<file path="src/rtl/seq_divider_pkg.sv">
// rtl/seq_divider_pkg.sv - shared state type and default width for seq_divider
// Contents: DIV_DEFAULT_WIDTH operand width default, div_state_e FSM encoding.
package seq_divider_pkg;

    localparam int DIV_DEFAULT_WIDTH = 4;

    typedef enum logic [1:0] {
        IDLE   = 2'd0,
        RUN    = 2'd1,
        FINISH = 2'd2
    } div_state_e;

endpackage

</file>
<file path="src/rtl/seq_divider_if.sv">
// rtl/seq_divider_if.sv - request/result bundle between a requester and seq_divider
// master: drives start, dividend, divisor; observes busy, done, quotient, remainder, div_by_zero.
// slave : the divider side of the same signals.
interface seq_divider_if
    import seq_divider_pkg::*;
#(
    parameter int WIDTH = DIV_DEFAULT_WIDTH
);
    logic             start;
    logic [WIDTH-1:0] dividend;
    logic [WIDTH-1:0] divisor;
    logic             busy;
    logic             done;
    logic [WIDTH-1:0] quotient;
    logic [WIDTH-1:0] remainder;
    logic             div_by_zero;

    modport master (
        output start, dividend, divisor,
        input  busy, done, quotient, remainder, div_by_zero
    );

    modport slave (
        input  start, dividend, divisor,
        output busy, done, quotient, remainder, div_by_zero
    );
endinterface

</file>
<file path="src/rtl/seq_divider_div_step.sv">
// rtl/seq_divider_div_step.sv - one combinational restoring-division step (module div_step)
// rem_in : partial remainder (WIDTH+1 bits)   bit_in : next dividend bit, MSB first
// divisor: divisor magnitude                  rem_out: updated partial remainder
// q_bit  : quotient bit produced by this step
module div_step #(
    parameter int WIDTH = 4
) (
    input  logic [WIDTH:0]   rem_in,
    input  logic             bit_in,
    input  logic [WIDTH-1:0] divisor,
    output logic [WIDTH:0]   rem_out,
    output logic             q_bit
);
    logic [WIDTH+1:0] shifted;
    logic [WIDTH:0]   diff;

    always_comb begin
        shifted = {rem_in, bit_in};
        q_bit   = (shifted >= {2'b00, divisor});
        // Whenever the subtraction is taken, shifted < 2*divisor, so its top bit
        // is zero and the WIDTH+1-bit difference is exact.
        diff    = shifted[WIDTH:0] - {1'b0, divisor};
        rem_out = q_bit ? diff : shifted[WIDTH:0];
    end
endmodule

</file>
<file path="src/rtl/seq_divider.sv">
// rtl/seq_divider.sv - sequential restoring divider, one quotient bit per clock
// Ports: clk, rst (async active-high), bus (seq_divider_if.slave: start/dividend/divisor in,
//        busy/done/quotient/remainder/div_by_zero out).
// Build option: SEQ_DIVIDER_SIGNED_EN selects two's-complement operands (magnitude divide + sign fix).
module seq_divider
    import seq_divider_pkg::*;
#(
    parameter int WIDTH = DIV_DEFAULT_WIDTH
) (
    input  logic         clk,
    input  logic         rst,
    seq_divider_if.slave bus
);
    localparam int CNT_W = $clog2(WIDTH + 1);

    div_state_e       state_q, state_d;
    logic [CNT_W-1:0] cnt_q, cnt_d;
    // work_q shifts dividend bits out at the MSB and quotient bits in at the LSB,
    // so after WIDTH steps it holds the raw quotient.
    logic [WIDTH-1:0] work_q, work_d;
    logic [WIDTH-1:0] dsor_q, dsor_d;
    logic [WIDTH:0]   rem_q, rem_d;
    logic [WIDTH-1:0] quotient_q, quotient_d;
    logic [WIDTH-1:0] remainder_q, remainder_d;
    logic             dbz_q, dbz_d;

    logic             accept;
    logic [WIDTH:0]   rem_next;
    logic             q_bit;
    logic [WIDTH-1:0] q_raw, r_raw, q_fin, r_fin, op_a, op_b;

    div_step #(.WIDTH(WIDTH)) u_step (
        .rem_in  (rem_q),
        .bit_in  (work_q[WIDTH-1]),
        .divisor (dsor_q),
        .rem_out (rem_next),
        .q_bit   (q_bit)
    );

    assign q_raw = {work_q[WIDTH-2:0], q_bit};
    assign r_raw = rem_next[WIDTH-1:0];

`ifdef SEQ_DIVIDER_SIGNED_EN
    logic q_neg_q, q_neg_d, r_neg_q, r_neg_d;

    // The most-negative value maps to itself, which read unsigned is its true magnitude.
    assign op_a  = bus.dividend[WIDTH-1] ? -bus.dividend : bus.dividend;
    assign op_b  = bus.divisor[WIDTH-1]  ? -bus.divisor  : bus.divisor;
    assign q_fin = q_neg_q ? -q_raw : q_raw;
    assign r_fin = r_neg_q ? -r_raw : r_raw;

    always_comb begin
        q_neg_d = q_neg_q;
        r_neg_d = r_neg_q;
        if (accept) begin
            q_neg_d = bus.dividend[WIDTH-1] ^ bus.divisor[WIDTH-1];
            r_neg_d = bus.dividend[WIDTH-1];
        end
    end

    always_ff @(posedge clk or posedge rst) begin
        if (rst) begin
            q_neg_q <= 1'b0;
            r_neg_q <= 1'b0;
        end else begin
            q_neg_q <= q_neg_d;
            r_neg_q <= r_neg_d;
        end
    end
`else
    assign op_a  = bus.dividend;
    assign op_b  = bus.divisor;
    assign q_fin = q_raw;
    assign r_fin = r_raw;
`endif

    always_comb begin
        state_d     = state_q;
        cnt_d       = cnt_q;
        work_d      = work_q;
        dsor_d      = dsor_q;
        rem_d       = rem_q;
        quotient_d  = quotient_q;
        remainder_d = remainder_q;
        dbz_d       = dbz_q;
        accept      = bus.start && (state_q != RUN);

        case (state_q)
            RUN: begin
                work_d = q_raw;
                rem_d  = rem_next;
                cnt_d  = cnt_q - CNT_W'(1);
                // Results are published only on entry to FINISH so they stay stable throughout RUN.
                if (cnt_q == CNT_W'(1)) begin
                    state_d     = FINISH;
                    quotient_d  = q_fin;
                    remainder_d = r_fin;
                end
            end
            FINISH:  state_d = IDLE;
            default: state_d = state_q;
        endcase

        if (accept) begin
            work_d = op_a;
            dsor_d = op_b;
            rem_d  = '0;
            cnt_d  = CNT_W'(WIDTH);
            dbz_d  = 1'b0;
            if (bus.divisor == '0) begin
                state_d     = FINISH;
                quotient_d  = '1;
                remainder_d = bus.dividend;
                dbz_d       = 1'b1;
            end else begin
                state_d = RUN;
            end
        end
    end

    always_ff @(posedge clk or posedge rst) begin
        if (rst) begin
            state_q     <= IDLE;
            cnt_q       <= '0;
            work_q      <= '0;
            dsor_q      <= '0;
            rem_q       <= '0;
            quotient_q  <= '0;
            remainder_q <= '0;
            dbz_q       <= 1'b0;
        end else begin
            state_q     <= state_d;
            cnt_q       <= cnt_d;
            work_q      <= work_d;
            dsor_q      <= dsor_d;
            rem_q       <= rem_d;
            quotient_q  <= quotient_d;
            remainder_q <= remainder_d;
            dbz_q       <= dbz_d;
        end
    end

    assign bus.busy        = (state_q == RUN);
    assign bus.done        = (state_q == FINISH);
    assign bus.quotient    = quotient_q;
    assign bus.remainder   = remainder_q;
    assign bus.div_by_zero = dbz_q;
endmodule

</file>
<file path="src/flat_wrapper.sv">
// flat-port wrapper written by rule: the top's interface ports become plain ports
module seq_divider_flat import seq_divider_pkg::*;
#(
    parameter int WIDTH = DIV_DEFAULT_WIDTH
)
  (clk, rst, bus_start, bus_dividend, bus_divisor, bus_busy, bus_done, bus_quotient, bus_remainder, bus_div_by_zero);
  seq_divider_if #(.WIDTH(WIDTH)) bus_i ();
  input  logic clk;
  input  logic rst;
  input wire logic [$bits(bus_i.start)-1:0] bus_start;
  input wire logic [$bits(bus_i.dividend)-1:0] bus_dividend;
  input wire logic [$bits(bus_i.divisor)-1:0] bus_divisor;
  output wire logic [$bits(bus_i.busy)-1:0] bus_busy;
  output wire logic [$bits(bus_i.done)-1:0] bus_done;
  output wire logic [$bits(bus_i.quotient)-1:0] bus_quotient;
  output wire logic [$bits(bus_i.remainder)-1:0] bus_remainder;
  output wire logic [$bits(bus_i.div_by_zero)-1:0] bus_div_by_zero;
  assign bus_i.start = bus_start;
  assign bus_i.dividend = bus_dividend;
  assign bus_i.divisor = bus_divisor;
  assign bus_busy = bus_i.busy;
  assign bus_done = bus_i.done;
  assign bus_quotient = bus_i.quotient;
  assign bus_remainder = bus_i.remainder;
  assign bus_div_by_zero = bus_i.div_by_zero;
  seq_divider #(.WIDTH(WIDTH)) u_core (.clk(clk), .rst(rst), .bus(bus_i));
endmodule
</file>
<file path="config.mk">
export PLATFORM = sky130hd
export DESIGN_NAME = seq_divider_flat
export DESIGN_NICKNAME = d
export VERILOG_FILES = /design/src/rtl/seq_divider_pkg.sv /design/src/rtl/seq_divider_if.sv /design/src/rtl/seq_divider_div_step.sv /design/src/rtl/seq_divider.sv /design/src/flat_wrapper.sv
export SDC_FILE = /design/constraint.sdc
export NUM_CORES = 1
export LEC_CHECK = 0
export ABC_AREA = 1
export BUFFER_PORTS_ARGS = -buffer_cell sky130_fd_sc_hd__buf_2
export CORE_UTILIZATION = 45
export DETAILED_ROUTE_END_ITERATION = 7
export HOLD_SLACK_MARGIN = 0.06
export PLACE_DENSITY = 0.67
export SLEW_MARGIN = 20
export SYNTH_ARGS = -nofsm -noshare
export SYNTH_HDL_FRONTEND = slang
export SYNTH_HIERARCHICAL = 1
export SYNTH_SLANG_ARGS = --single-unit
</file>
<file path="constraint.sdc">
create_clock -name clk -period 5.8 [get_ports clk]
set_clock_uncertainty 0.15 [all_clocks]
set_input_delay 0.87 -clock clk [delete_from_list [all_inputs] [get_ports clk]]
set_output_delay 0.87 -clock clk [all_outputs]
set_load 0.05 [all_outputs]
</file>
# Word-level counts from Yosys, hierarchy flattened
# Index checks and enable logic that the tools add are counted.
op_classes:
  add_sub_neg: 2
  magnitude_cmp: 1
  n_eq_ne: 5
  muxes: 20
  reduce_logical: 5
op_table:
  columns: ["cell", "n"]
  rows:
  - ["4-bit 2-to-1 mux", 10]
  - ["5-bit 2-to-1 mux", 3]
  - ["6-bit by 4-bit greater-or-equal comparator with 1-bit output", 1]
  - ["2-bit 2-to-1 mux", 3]
  - ["3-bit 2-to-1 mux", 2]
  - ["5-bit by 4-bit subtractor with 5-bit output", 1]
  - ["4-bit logical NOT", 1]
  - ["2-bit one-hot mux with 2 select lines", 1]
  - ["3-bit by 1-bit equality test with 1-bit output, second input constant", 1]
  - ["3-bit by 1-bit inequality test with 1-bit output, second input constant", 1]
  - ["3-bit nonzero test", 1]
  - ["3-bit by 1-bit subtractor with 3-bit output, second input constant", 1]
  - ["2-bit by 1-bit equality test with 1-bit output, second input constant", 1]
  - ["2-bit equality test, second input constant", 1]
  - ["2-bit by 1-bit inequality test with 1-bit output, second input constant", 1]
  - ["2-bit AND reduction", 1]
  - ["2-bit nonzero test", 1]
  - ["1-bit logical AND", 1]
  - ["1-bit 2-to-1 mux", 1]
word_totals:
  reg_bits: 27
  input_bits: 11
  output_inout_bits: 11
  word_cells: 41

# Longest topological paths before layout
# Gate-level depths: netlist of run 1.
logic_depth:
  depth_word: 6
  ltp_mapped: 14
  ltp_nobuf: 14

# By module
# Netlist of run 1, hierarchy kept.
modules_own_cells:
  columns: ["module", "n_inst", "cells_each", "area_each_um2", "seq_area_each_um2"]
  rows:
  - ["seq_divider", 1, 152, 1277.5, 675.6]
  - ["div_step", 1, 45, 285.3, 0.0]

# Worst setup path before layout of run 1
# OpenSTA, ideal clock, no wires.
synth_timing:
  path_kind: "register to output"
  start: "reg u_core.state_q[1]"
  end: "out bus_busy"
  arrival_time_ns: 1.022
  required_time_ns: 4.780
  slack_ns: 3.758
  stages_incl_launch_ff: 3
  path_buffers: 0
  path_cell_list: "dfrtp_1 -> inv_1 -> ha_1"
synth_between:
  elab_chain_cells: 1
synth_lines:
  columns: ["item", "line_no", "text"]
  rows:
  - ["start, declared", "seq_divider.sv:16", "div_state_e state_q, state_d;"]
  - ["start signal, assigned", "seq_divider.sv:132", "state_q <= state_d;"]
  - ["2-bit by 1-bit equality test with 1-bit output", "seq_divider.sv:143", "assign bus.busy = (state_q == RUN);"]
  - ["end, declared", "flat_wrapper.sv:13", "output wire logic [$bits(bus_i.busy)-1:0] bus_busy;"]
# No other way between the ends.

# Worst setup path after layout of run 1
# Ends and elaborated chain as after synthesis.

==> results of run 1 <==
[critical path: stages, from the launching register on]
cell and delay [ps]:
sky130_fd_sc_hd__dfrtp_1 420, sky130_fd_sc_hd__inv_1 90, sky130_fd_sc_hd__ha_1 520, sky130_fd_sc_hd__buf_2 370
[cells in the final DEF, fill, tap and decap left out]
cell type and n:
sky130_fd_sc_hd__a21oi_1 2, sky130_fd_sc_hd__a22o_1 1, sky130_fd_sc_hd__buf_2 21, sky130_fd_sc_hd__clkbuf_4 3, sky130_fd_sc_hd__clkinvlp_4 1, sky130_fd_sc_hd__dfrtp_1 27
sky130_fd_sc_hd__fa_1 1, sky130_fd_sc_hd__ha_1 9, sky130_fd_sc_hd__inv_1 28, sky130_fd_sc_hd__inv_2 3, sky130_fd_sc_hd__nand2_1 70, sky130_fd_sc_hd__nand2_2 3
sky130_fd_sc_hd__nand2_4 2, sky130_fd_sc_hd__nand3_1 17, sky130_fd_sc_hd__nand3_2 2, sky130_fd_sc_hd__nand3_4 1, sky130_fd_sc_hd__nand4_1 4, sky130_fd_sc_hd__nor2_1 6
sky130_fd_sc_hd__nor2_2 3, sky130_fd_sc_hd__nor2_4 1, sky130_fd_sc_hd__o211ai_1 5, sky130_fd_sc_hd__o21ai_0 5, sky130_fd_sc_hd__o21ai_1 1, sky130_fd_sc_hd__o22ai_1 1
sky130_fd_sc_hd__or2_4 1, sky130_fd_sc_hd__xor2_1 1
[through the flow]
step | util, % | setup WS (ps)
after floorplan | - | 3760
after global placement | 51.0 | 3450
after detailed placement | 51.0 | 3430
after CTS | 51.9 | 3040
after global routing | 51.9 | 2970
final | 51.9 | 3060
[final cells by class]
cell class / instances / area [µm²] / share of cell area (%)
Sequential cell: 27 / 676 / 39.0
Inverter: 31 / 116 / 6.72
Clock inverter: 1 / 7.51 / 0.434
Clock buffer: 3 / 22.5 / 1.30
Multi-Input combinational cell: 136 / 747 / 43.1
Timing Repair Buffer: 21 / 105 / 6.07
Tap cell: 46 / 57.6 / 3.32
[worst max-delay path by stage]
stage / from / end / slack (ps) / cells after the start
after floorplan: u_core/state_q[1] / bus_busy / 3760 / 2
after global placement: u_core/state_q[1] / bus_busy / 3450 / 3
after detailed placement: u_core/state_q[1] / bus_busy / 3430 / 3
after CTS: u_core/state_q[1] / bus_busy / 3040 / 3
after global routing: u_core/state_q[1] / bus_busy / 2970 / 3
final: u_core/state_q[1] / bus_busy / 3060 / 3
[power groups by stage]
stage               registers, mW  clock network, mW  logic [mW]
floorplan                   0.399                  0       0.439
global placement            0.320                  0       0.640
detailed placement          0.321                  0       0.644
CTS                         0.316             0.0877       0.646
global route                0.326             0.0941       0.727
finish                      0.316             0.0841       0.640
[kinds of logic after synthesis]
logic type / count (synthesis)
and+or+nand+nor: 110
buffers and inverters: 34
DFF: 27
AOI/OAI and AO/OA: 15
adders and majority gates: 10
xor gates and xnor gates: 1
[metal layers]
metal  part of all wire, %  vias up  GRT usage, %  routed length, µm
met5                     0        -             0                  0
li1                      -      661             -                  -
met2                    46       16          30.0               1390
met1                    50      582          26.1               1520
met3                   2.2        4          2.56                 67
met4                   1.3        0          8.12                 40
[state kept, by name, summed over array words and instances, names as in the netlist]
register	cells
u_core/bus.div_by_zero	1
u_core/bus.quotient	4
u_core/bus.remainder	4
u_core/cnt_q	3
u_core/dsor_q	4
u_core/rem_q	5
u_core/state_q	2
u_core/work_q	4
==> summary by stage, run 1 <==
Clock network
Clock-pin slew was measured on the worst setup and hold paths at 140 ps. The total CTS buffers is 3. The number of buffers added to fix hold violations after cts is 0. The clock net sink count is 27. After clock tree synthesis, the repair step resized 0 gates. TritonCTS built the clock tree. In this run the post-CTS setup repair buffer count came out at 0. The clock passes through at most 2 buffers.

The clock reaches the later pin of the worst-skew pair after 330 ps. CTS built an H-tree with a depth of 1. The root buffer selected by CTS is sky130_fd_sc_hd__clkbuf_4.

Cells and area
The proportion of layout cells with a drive suffix above 1 is 18.7%. The repair_antennas step left the layout with diodes totalling 0. The final-layout fill cell count is 364.

The number of nets in the layout is 241. From synthesis to final layout, the design area changed by 10.8%. The final non-filler cell area is 0.00173 mm². The finished layout holds 265 standard cells, fillers aside.

Synth
Yosys mapped a number of flops with a built-in enable equal to 0. The number of distinct library cells after synthesis is 26. Among all cell types in the netlist, the one instantiated most often is sky130_fd_sc_hd__nand2_1. The average cell area after synthesis is 7.93 µm². The number of warnings reported in the yosys synthesis log is 6. The post-synthesis instance total is 197. The number of synthesized register bits is 27.

The number of nets handed over by synthesis was 218. In the synthesized netlist, mux cells make up 0% of the area. Yosys attributes the largest share of cell area to sky130_fd_sc_hd__dfrtp_1 43%, sky130_fd_sc_hd__nand2_1 17%, sky130_fd_sc_hd__ha_1 7.2%.

The compound-cell area share of the yosys netlist is 5.92%. Counting flops with an async set or reset pin after synthesis yields a share of 100%. In the synthesized netlist, the cells that appear most often are 70 x sky130_fd_sc_hd__nand2_1, 29 x sky130_fd_sc_hd__inv_1, 27 x sky130_fd_sc_hd__dfrtp_1.

Summing the areas of all and, or, nand and nor instances in the mapped netlist gives 32.8% of the synthesized area. The adder-cell area share of the yosys netlist is 8.49%. The share of the yosys chip area belonging to registers is 43.2%. The proportion of netlist area held by the largest area contributor is 43.2%.

The main flop type after synthesis is sky130_fd_sc_hd__dfrtp_1. By area, the combinational part of the netlist is dominated by simple AND/OR/NAND/NOR gates. The parity-gate share of the synthesized area counting xor and xnor cells is 0.560%. The synthesized area is 0.00156 mm². The biggest area consumer among synthesized cells is sky130_fd_sc_hd__dfrtp_1.

Hold path
The hold path depth is 2. In this run the worst hold path is classified as reg -> reg. The worst hold path terminates at u_core/bus.div_by_zero. The worst hold path begins at u_core/bus.div_by_zero.

Floorplanning
The count of boundary I/O pins is 22. The die height is 60.9 µm. The horizontal die dimension is 60.9 µm. The die covers 0.00371 mm². The total area inside the core boundary comes to 0.00334 mm². The effective utilization at floorplan is 46.8%. The floorplan row count is 21.

STA
At the pin with the least slew margin, the transition time is 573 ps. Measured against its own limit, the worst slew margin works out to 61.7%. Static timing analysis puts the maximum clock frequency at 365 MHz. The total count of max-transition violations in the final report was 0. The final cycle utilization of the critical path is 47.2%. The number of failing hold endpoints at the final stage is 0.

Summed over all failing endpoints, the final setup total negative slack is 0 ps. The worst path in the final design needs a cycle of 2740 ps, including I/O delays and setup. Setup violations remaining at the end of the flow were counted as 0. Setup repair after global routing left no endpoint under its margin. The worst hold slack is 344 ps.

Power and ir drop
The clock network power share is 8.1%. The net switching share of the total power is 52.4%. Summed over all nets, the switching power comes to 0.545 mW. The total power divided by cell area is 600 mW/mm². The maximum VDD drop is 0.314 mV.

In this run, flip-flops and latches consume 30.4% of the power. The total leakage power is 0.955 nW. The share of total power dissipated in combinational logic is 61.5%. Summing internal, switching and leakage power gives 1.04 mW. The internal power of the cells totals 0.494 mW.

Routing
For this block, the initial DRC count from the detailed router was 48. The aggregate routed wire length is 3010 µm. Dividing the detail-routed wire length by the instance count gives 11.4 µm. In the routed layout, each cell is associated on average with a via count of 4.77. The first TritonRoute pass finished after 4 iterations.

For this block, the via count after detailed routing is 1263. Once detail routing completed, the nets flagged for antenna violations numbered 0. For this run, design rule violations remaining after detail routing come to 0.

Run status
The run finished with clean final reports.

Placed design
After detailed placement, the total cell area comes to 0.00170 mm². In this run, placement finished with an instance count of 261. The count of input and output buffers is 21. At the end of routability-driven placement, the weighted congestion stood at 0.792. Detailed placement finished with a half-perimeter wire length of 2260 µm.

Worst setup path
The kind of end point of the critical path is a primary output. The endpoint of the lowest-slack register-to-register path is u_core/bus.remainder[2]. The number of cells on the worst reg-to-reg path is 7. The largest driver fanout on the critical path is 15. The startpoint identified for the worst register-to-register timing path is u_core/state_q[1]. The required time of the critical path is 4780 ps. The worst setup path is of the reg -> out kind. The reg-to-reg setup timing slack is 3620 ps.

The arrival time at the worst endpoint is 1720 ps. The startpoint class of the critical path is a register.

Global routing
Entering global routing, the biggest net connects 28 pins. Summed over all layers, the global routing overflow is 0. The number of antenna violations at the first check in global routing came to 0. The number of global-route vias before repair is 1161. Global routing used 18.9% of the available tracks. The wire length of the first global-routing pass is 5130 µm.

Job
Across the run, the number of max-cap violations was 0.
No activity file was read; power rests on OpenSTA's default activity.
==> run 2: changes to the inputs <==
- PLACE_DENSITY: 0.67 -> 0.7
- clock period: 5.8 -> 2.3 ns (I/O delays scaled with it)
==> summary by stage, run 2 (synthesis gave the netlist of run 1 again) <==
Run status
The flow ran to the end, and the final reports show no timing, DRC or antenna violations.

Cells and area
The final-layout fill cell count is 332. 0 antenna diodes ended up in the layout. In the final layout, the share of cells above drive strength 1 is 19.4%. The library cell used most frequently in the layout, excluding fill and tap cells, is sky130_fd_sc_hd__nand2_1. Counting flops per register, the top entry is u_core/rem_q. Compared with the post-synthesis result, the final layout area differs by 12.6%. The flip-flop count of the largest register, all copies and words added is 5. Summing all multi-input logic gate instances after layout gives 749 µm². The number of nets in the layout is 244. Registers take 676 µm².

The utilization after layout is 52.7%. Leaving out fill and tap cells, the most frequent cells in the layout are 70 x sky130_fd_sc_hd__nand2_1, 29 x sky130_fd_sc_hd__inv_1, 27 x sky130_fd_sc_hd__dfrtp_1.

Floorplanning
After floorplanning, the core was sized to cover 0.00334 mm². The floorplan row count is 21. The die area is 0.00371 mm². The horizontal die dimension is 60.9 µm. Measured along the y axis, the die boundary spans 60.9 µm. The count of boundary I/O pins is 22.

The effective utilization at floorplan is 46.8%.

Worst setup path
Data arrives at the worst endpoint at 2190 ps. The startpoint of the worst-slack reg-to-reg timing path is u_core/work_q[3]. The required time of the critical path is 2390 ps. The worst setup path endpoint is u_core/bus.remainder[1]. The most critical setup path has its startpoint at u_core/work_q[3].

The startpoint class of the critical path is a register. The largest driver fanout on the critical path is 6. For flop-to-flop paths, the worst setup slack is 200 ps.

The classification of the worst setup path is reg -> reg. The worst reg-to-reg path cell count is 14. The kind of end point of the critical path is a register. The endpoint of the lowest-slack register-to-register path is u_core/bus.remainder[1].

STA
Dividing the final minimum period by the clock period gives 91.3%. The number of failing hold endpoints at the final stage came to 0. The routed design could run at a clock period as short as 2100 ps. Final hold analysis gives a worst-case slack of 74.1 ps. After layout, the worst setup slack is 199 ps. The number of endpoints failing setup at the final stage is 0.

At the pin with the least slew margin, the transition time is 457 ps. In this run the tightest slew margin relative to its limit is 69.5%. The total negative setup slack is 0 ps. Based on the critical path, the design can be clocked at up to 476 MHz.

Setup repair after global routing left no endpoint under its margin. The total count of max-transition violations in the final report is 0.

Power and ir drop
Sequential cells account for 30.4% of the total power. In this run switching power makes up 52.2% of total power. Overall power consumption after layout is estimated at 2.63 mW. The internal portion of the total power is 1.26 mW. The clock network power share is 8.0%. The combinational power share is 61.6%.

For this design the static power due to leakage is 0.969 nW. The total power divided by cell area is 1500 mW/mm². The maximum VDD drop is 0.671 mV. The switching power is 1.37 mW.

Placed design
The pre-CTS worst setup slack is 198 ps. The congestion estimate from routability-driven global placement came to 0.813. Detailed placement finished with a half-perimeter wire length of 2250 µm. In this run the tool buffered the top-level ports with 21 buffer cells.

Routing
For this run, the detailed router's first-pass iteration total came to 4. Summing over every cut layer, the via total after detailed routing is 1286. The aggregate routed wire length is 3000 µm.

The detail route stage leaves a number of antenna-violating nets equal to 0. For this run, design rule violations remaining after detail routing come to 0. In this run, the number of DRC markers left after iteration 0 of detailed routing was 61. Using the TritonRoute via totals, the vias-per-cell ratio works out to 4.80. The wire length per cell is 11.2 µm.

Job
Across the run, the number of max-cap violations was 0.

Clock network
In this run the number of H-tree levels came out at 1. The buffer count from post-CTS setup fixing is 0. The total CTS buffers is 3. The maximum buffer depth of the clock tree is 2. The clock tree from TritonCTS is done. The clock reaches the later pin of the worst-skew pair after 330 ps.

Clock-pin slew was measured on the worst setup and hold paths at 160 ps. The clock net sink count is 27. The tree is rooted in a sky130_fd_sc_hd__clkbuf_4.

Global routing
The met3 usage in global routing is 2.56%. The global routing's busiest layer is met2. The number of global-route vias before repair is 1123. Global routing consumed, on the met2 layer, 29.4% of the routing resources. The number of antenna violations at the first check in global routing is 0. The sum of overflow across all layers after global routing is 0. The global-route met1 utilization is 24.1%. Entering global routing, the biggest net connects 28 pins.

The wire length of the first global-routing pass is 4770 µm. Global routing used 17.7% of the available tracks.

Hold path
The min-delay analysis places its worst path in the category in -> reg.
-- run 2: critical path: stages, from the launching register on --
cell and delay (ps):
sky130_fd_sc_hd__dfrtp_1 420, sky130_fd_sc_hd__inv_1 60, sky130_fd_sc_hd__ha_1 130, sky130_fd_sc_hd__inv_1 60, sky130_fd_sc_hd__fa_1 390, sky130_fd_sc_hd__nand2_1 100, sky130_fd_sc_hd__nand2_2 70, sky130_fd_sc_hd__nand2_4 100
sky130_fd_sc_hd__nand3_4 100, sky130_fd_sc_hd__nand2_1 70, sky130_fd_sc_hd__nand2_1 40, sky130_fd_sc_hd__inv_1 70, sky130_fd_sc_hd__nand3_1 80, sky130_fd_sc_hd__nand3_1 120, sky130_fd_sc_hd__nand2_1 60
-- run 2: worst min path at each step --
| stage | start | to | slack, ps | cells past startpoint |
|---|---|---|---|---|
| after floorplan | rst | u_core/bus.div_by_zero | 250 | 1 |
| after global placement | rst | u_core/state_q[1] | 280 | 3 |
| after global routing | bus_dividend[0] | u_core/bus.remainder[0] | 60 | 3 |
| after CTS | bus_dividend[1] | u_core/bus.remainder[1] | 60 | 3 |
| final | bus_dividend[1] | u_core/bus.remainder[1] | 70 | 3 |
| after detailed placement | rst | u_core/state_q[1] | 280 | 3 |
-- run 2: area by class of cell --
class | count | share of cell area (%)
clock inverter | 1 | 0.427
multi-input combinational | 136 | 42.6
timing repair buffer | 24 | 7.40
sequential | 27 | 38.4
tap | 46 | 3.27
clock buffer | 3 | 1.28
inverter | 31 | 6.61
-- run 2: what timing repair did --
item,in CTS,in global routing
setup endpoints to repair,0,1
hold endpoints to repair,27,0
gates resized for setup,0,1
hold buffers,1,0
-- run 2: per-stage QoR --
stage	std cells	instance area, µm²
finish	268	1760
global route	268	1760
CTS	268	1760
detailed placement	263	1720
global placement	263	1720
floorplan	197	1560
-- run 2: per-layer routing --
metal / vias to the layer above / share of wire [%]
li1: 667 / -
met1: 600 / 49
met2: 17 / 47
met3: 2 / 3.2
met4: 0 / 0.70
met5: - / 0
-- run 2: power by group through the flow --
stage / Sequential (mW) / Clock [mW] / Combinational [mW]
2_1_floorplan: 1.01 / 0 / 1.11
3_5_place_dp: 0.811 / 0 / 1.61
5_1_grt: 0.826 / 0.234 / 1.83
3_3_place_gp: 0.809 / 0 / 1.60
4_1_cts: 0.801 / 0.217 / 1.62
6_report: 0.801 / 0.210 / 1.62
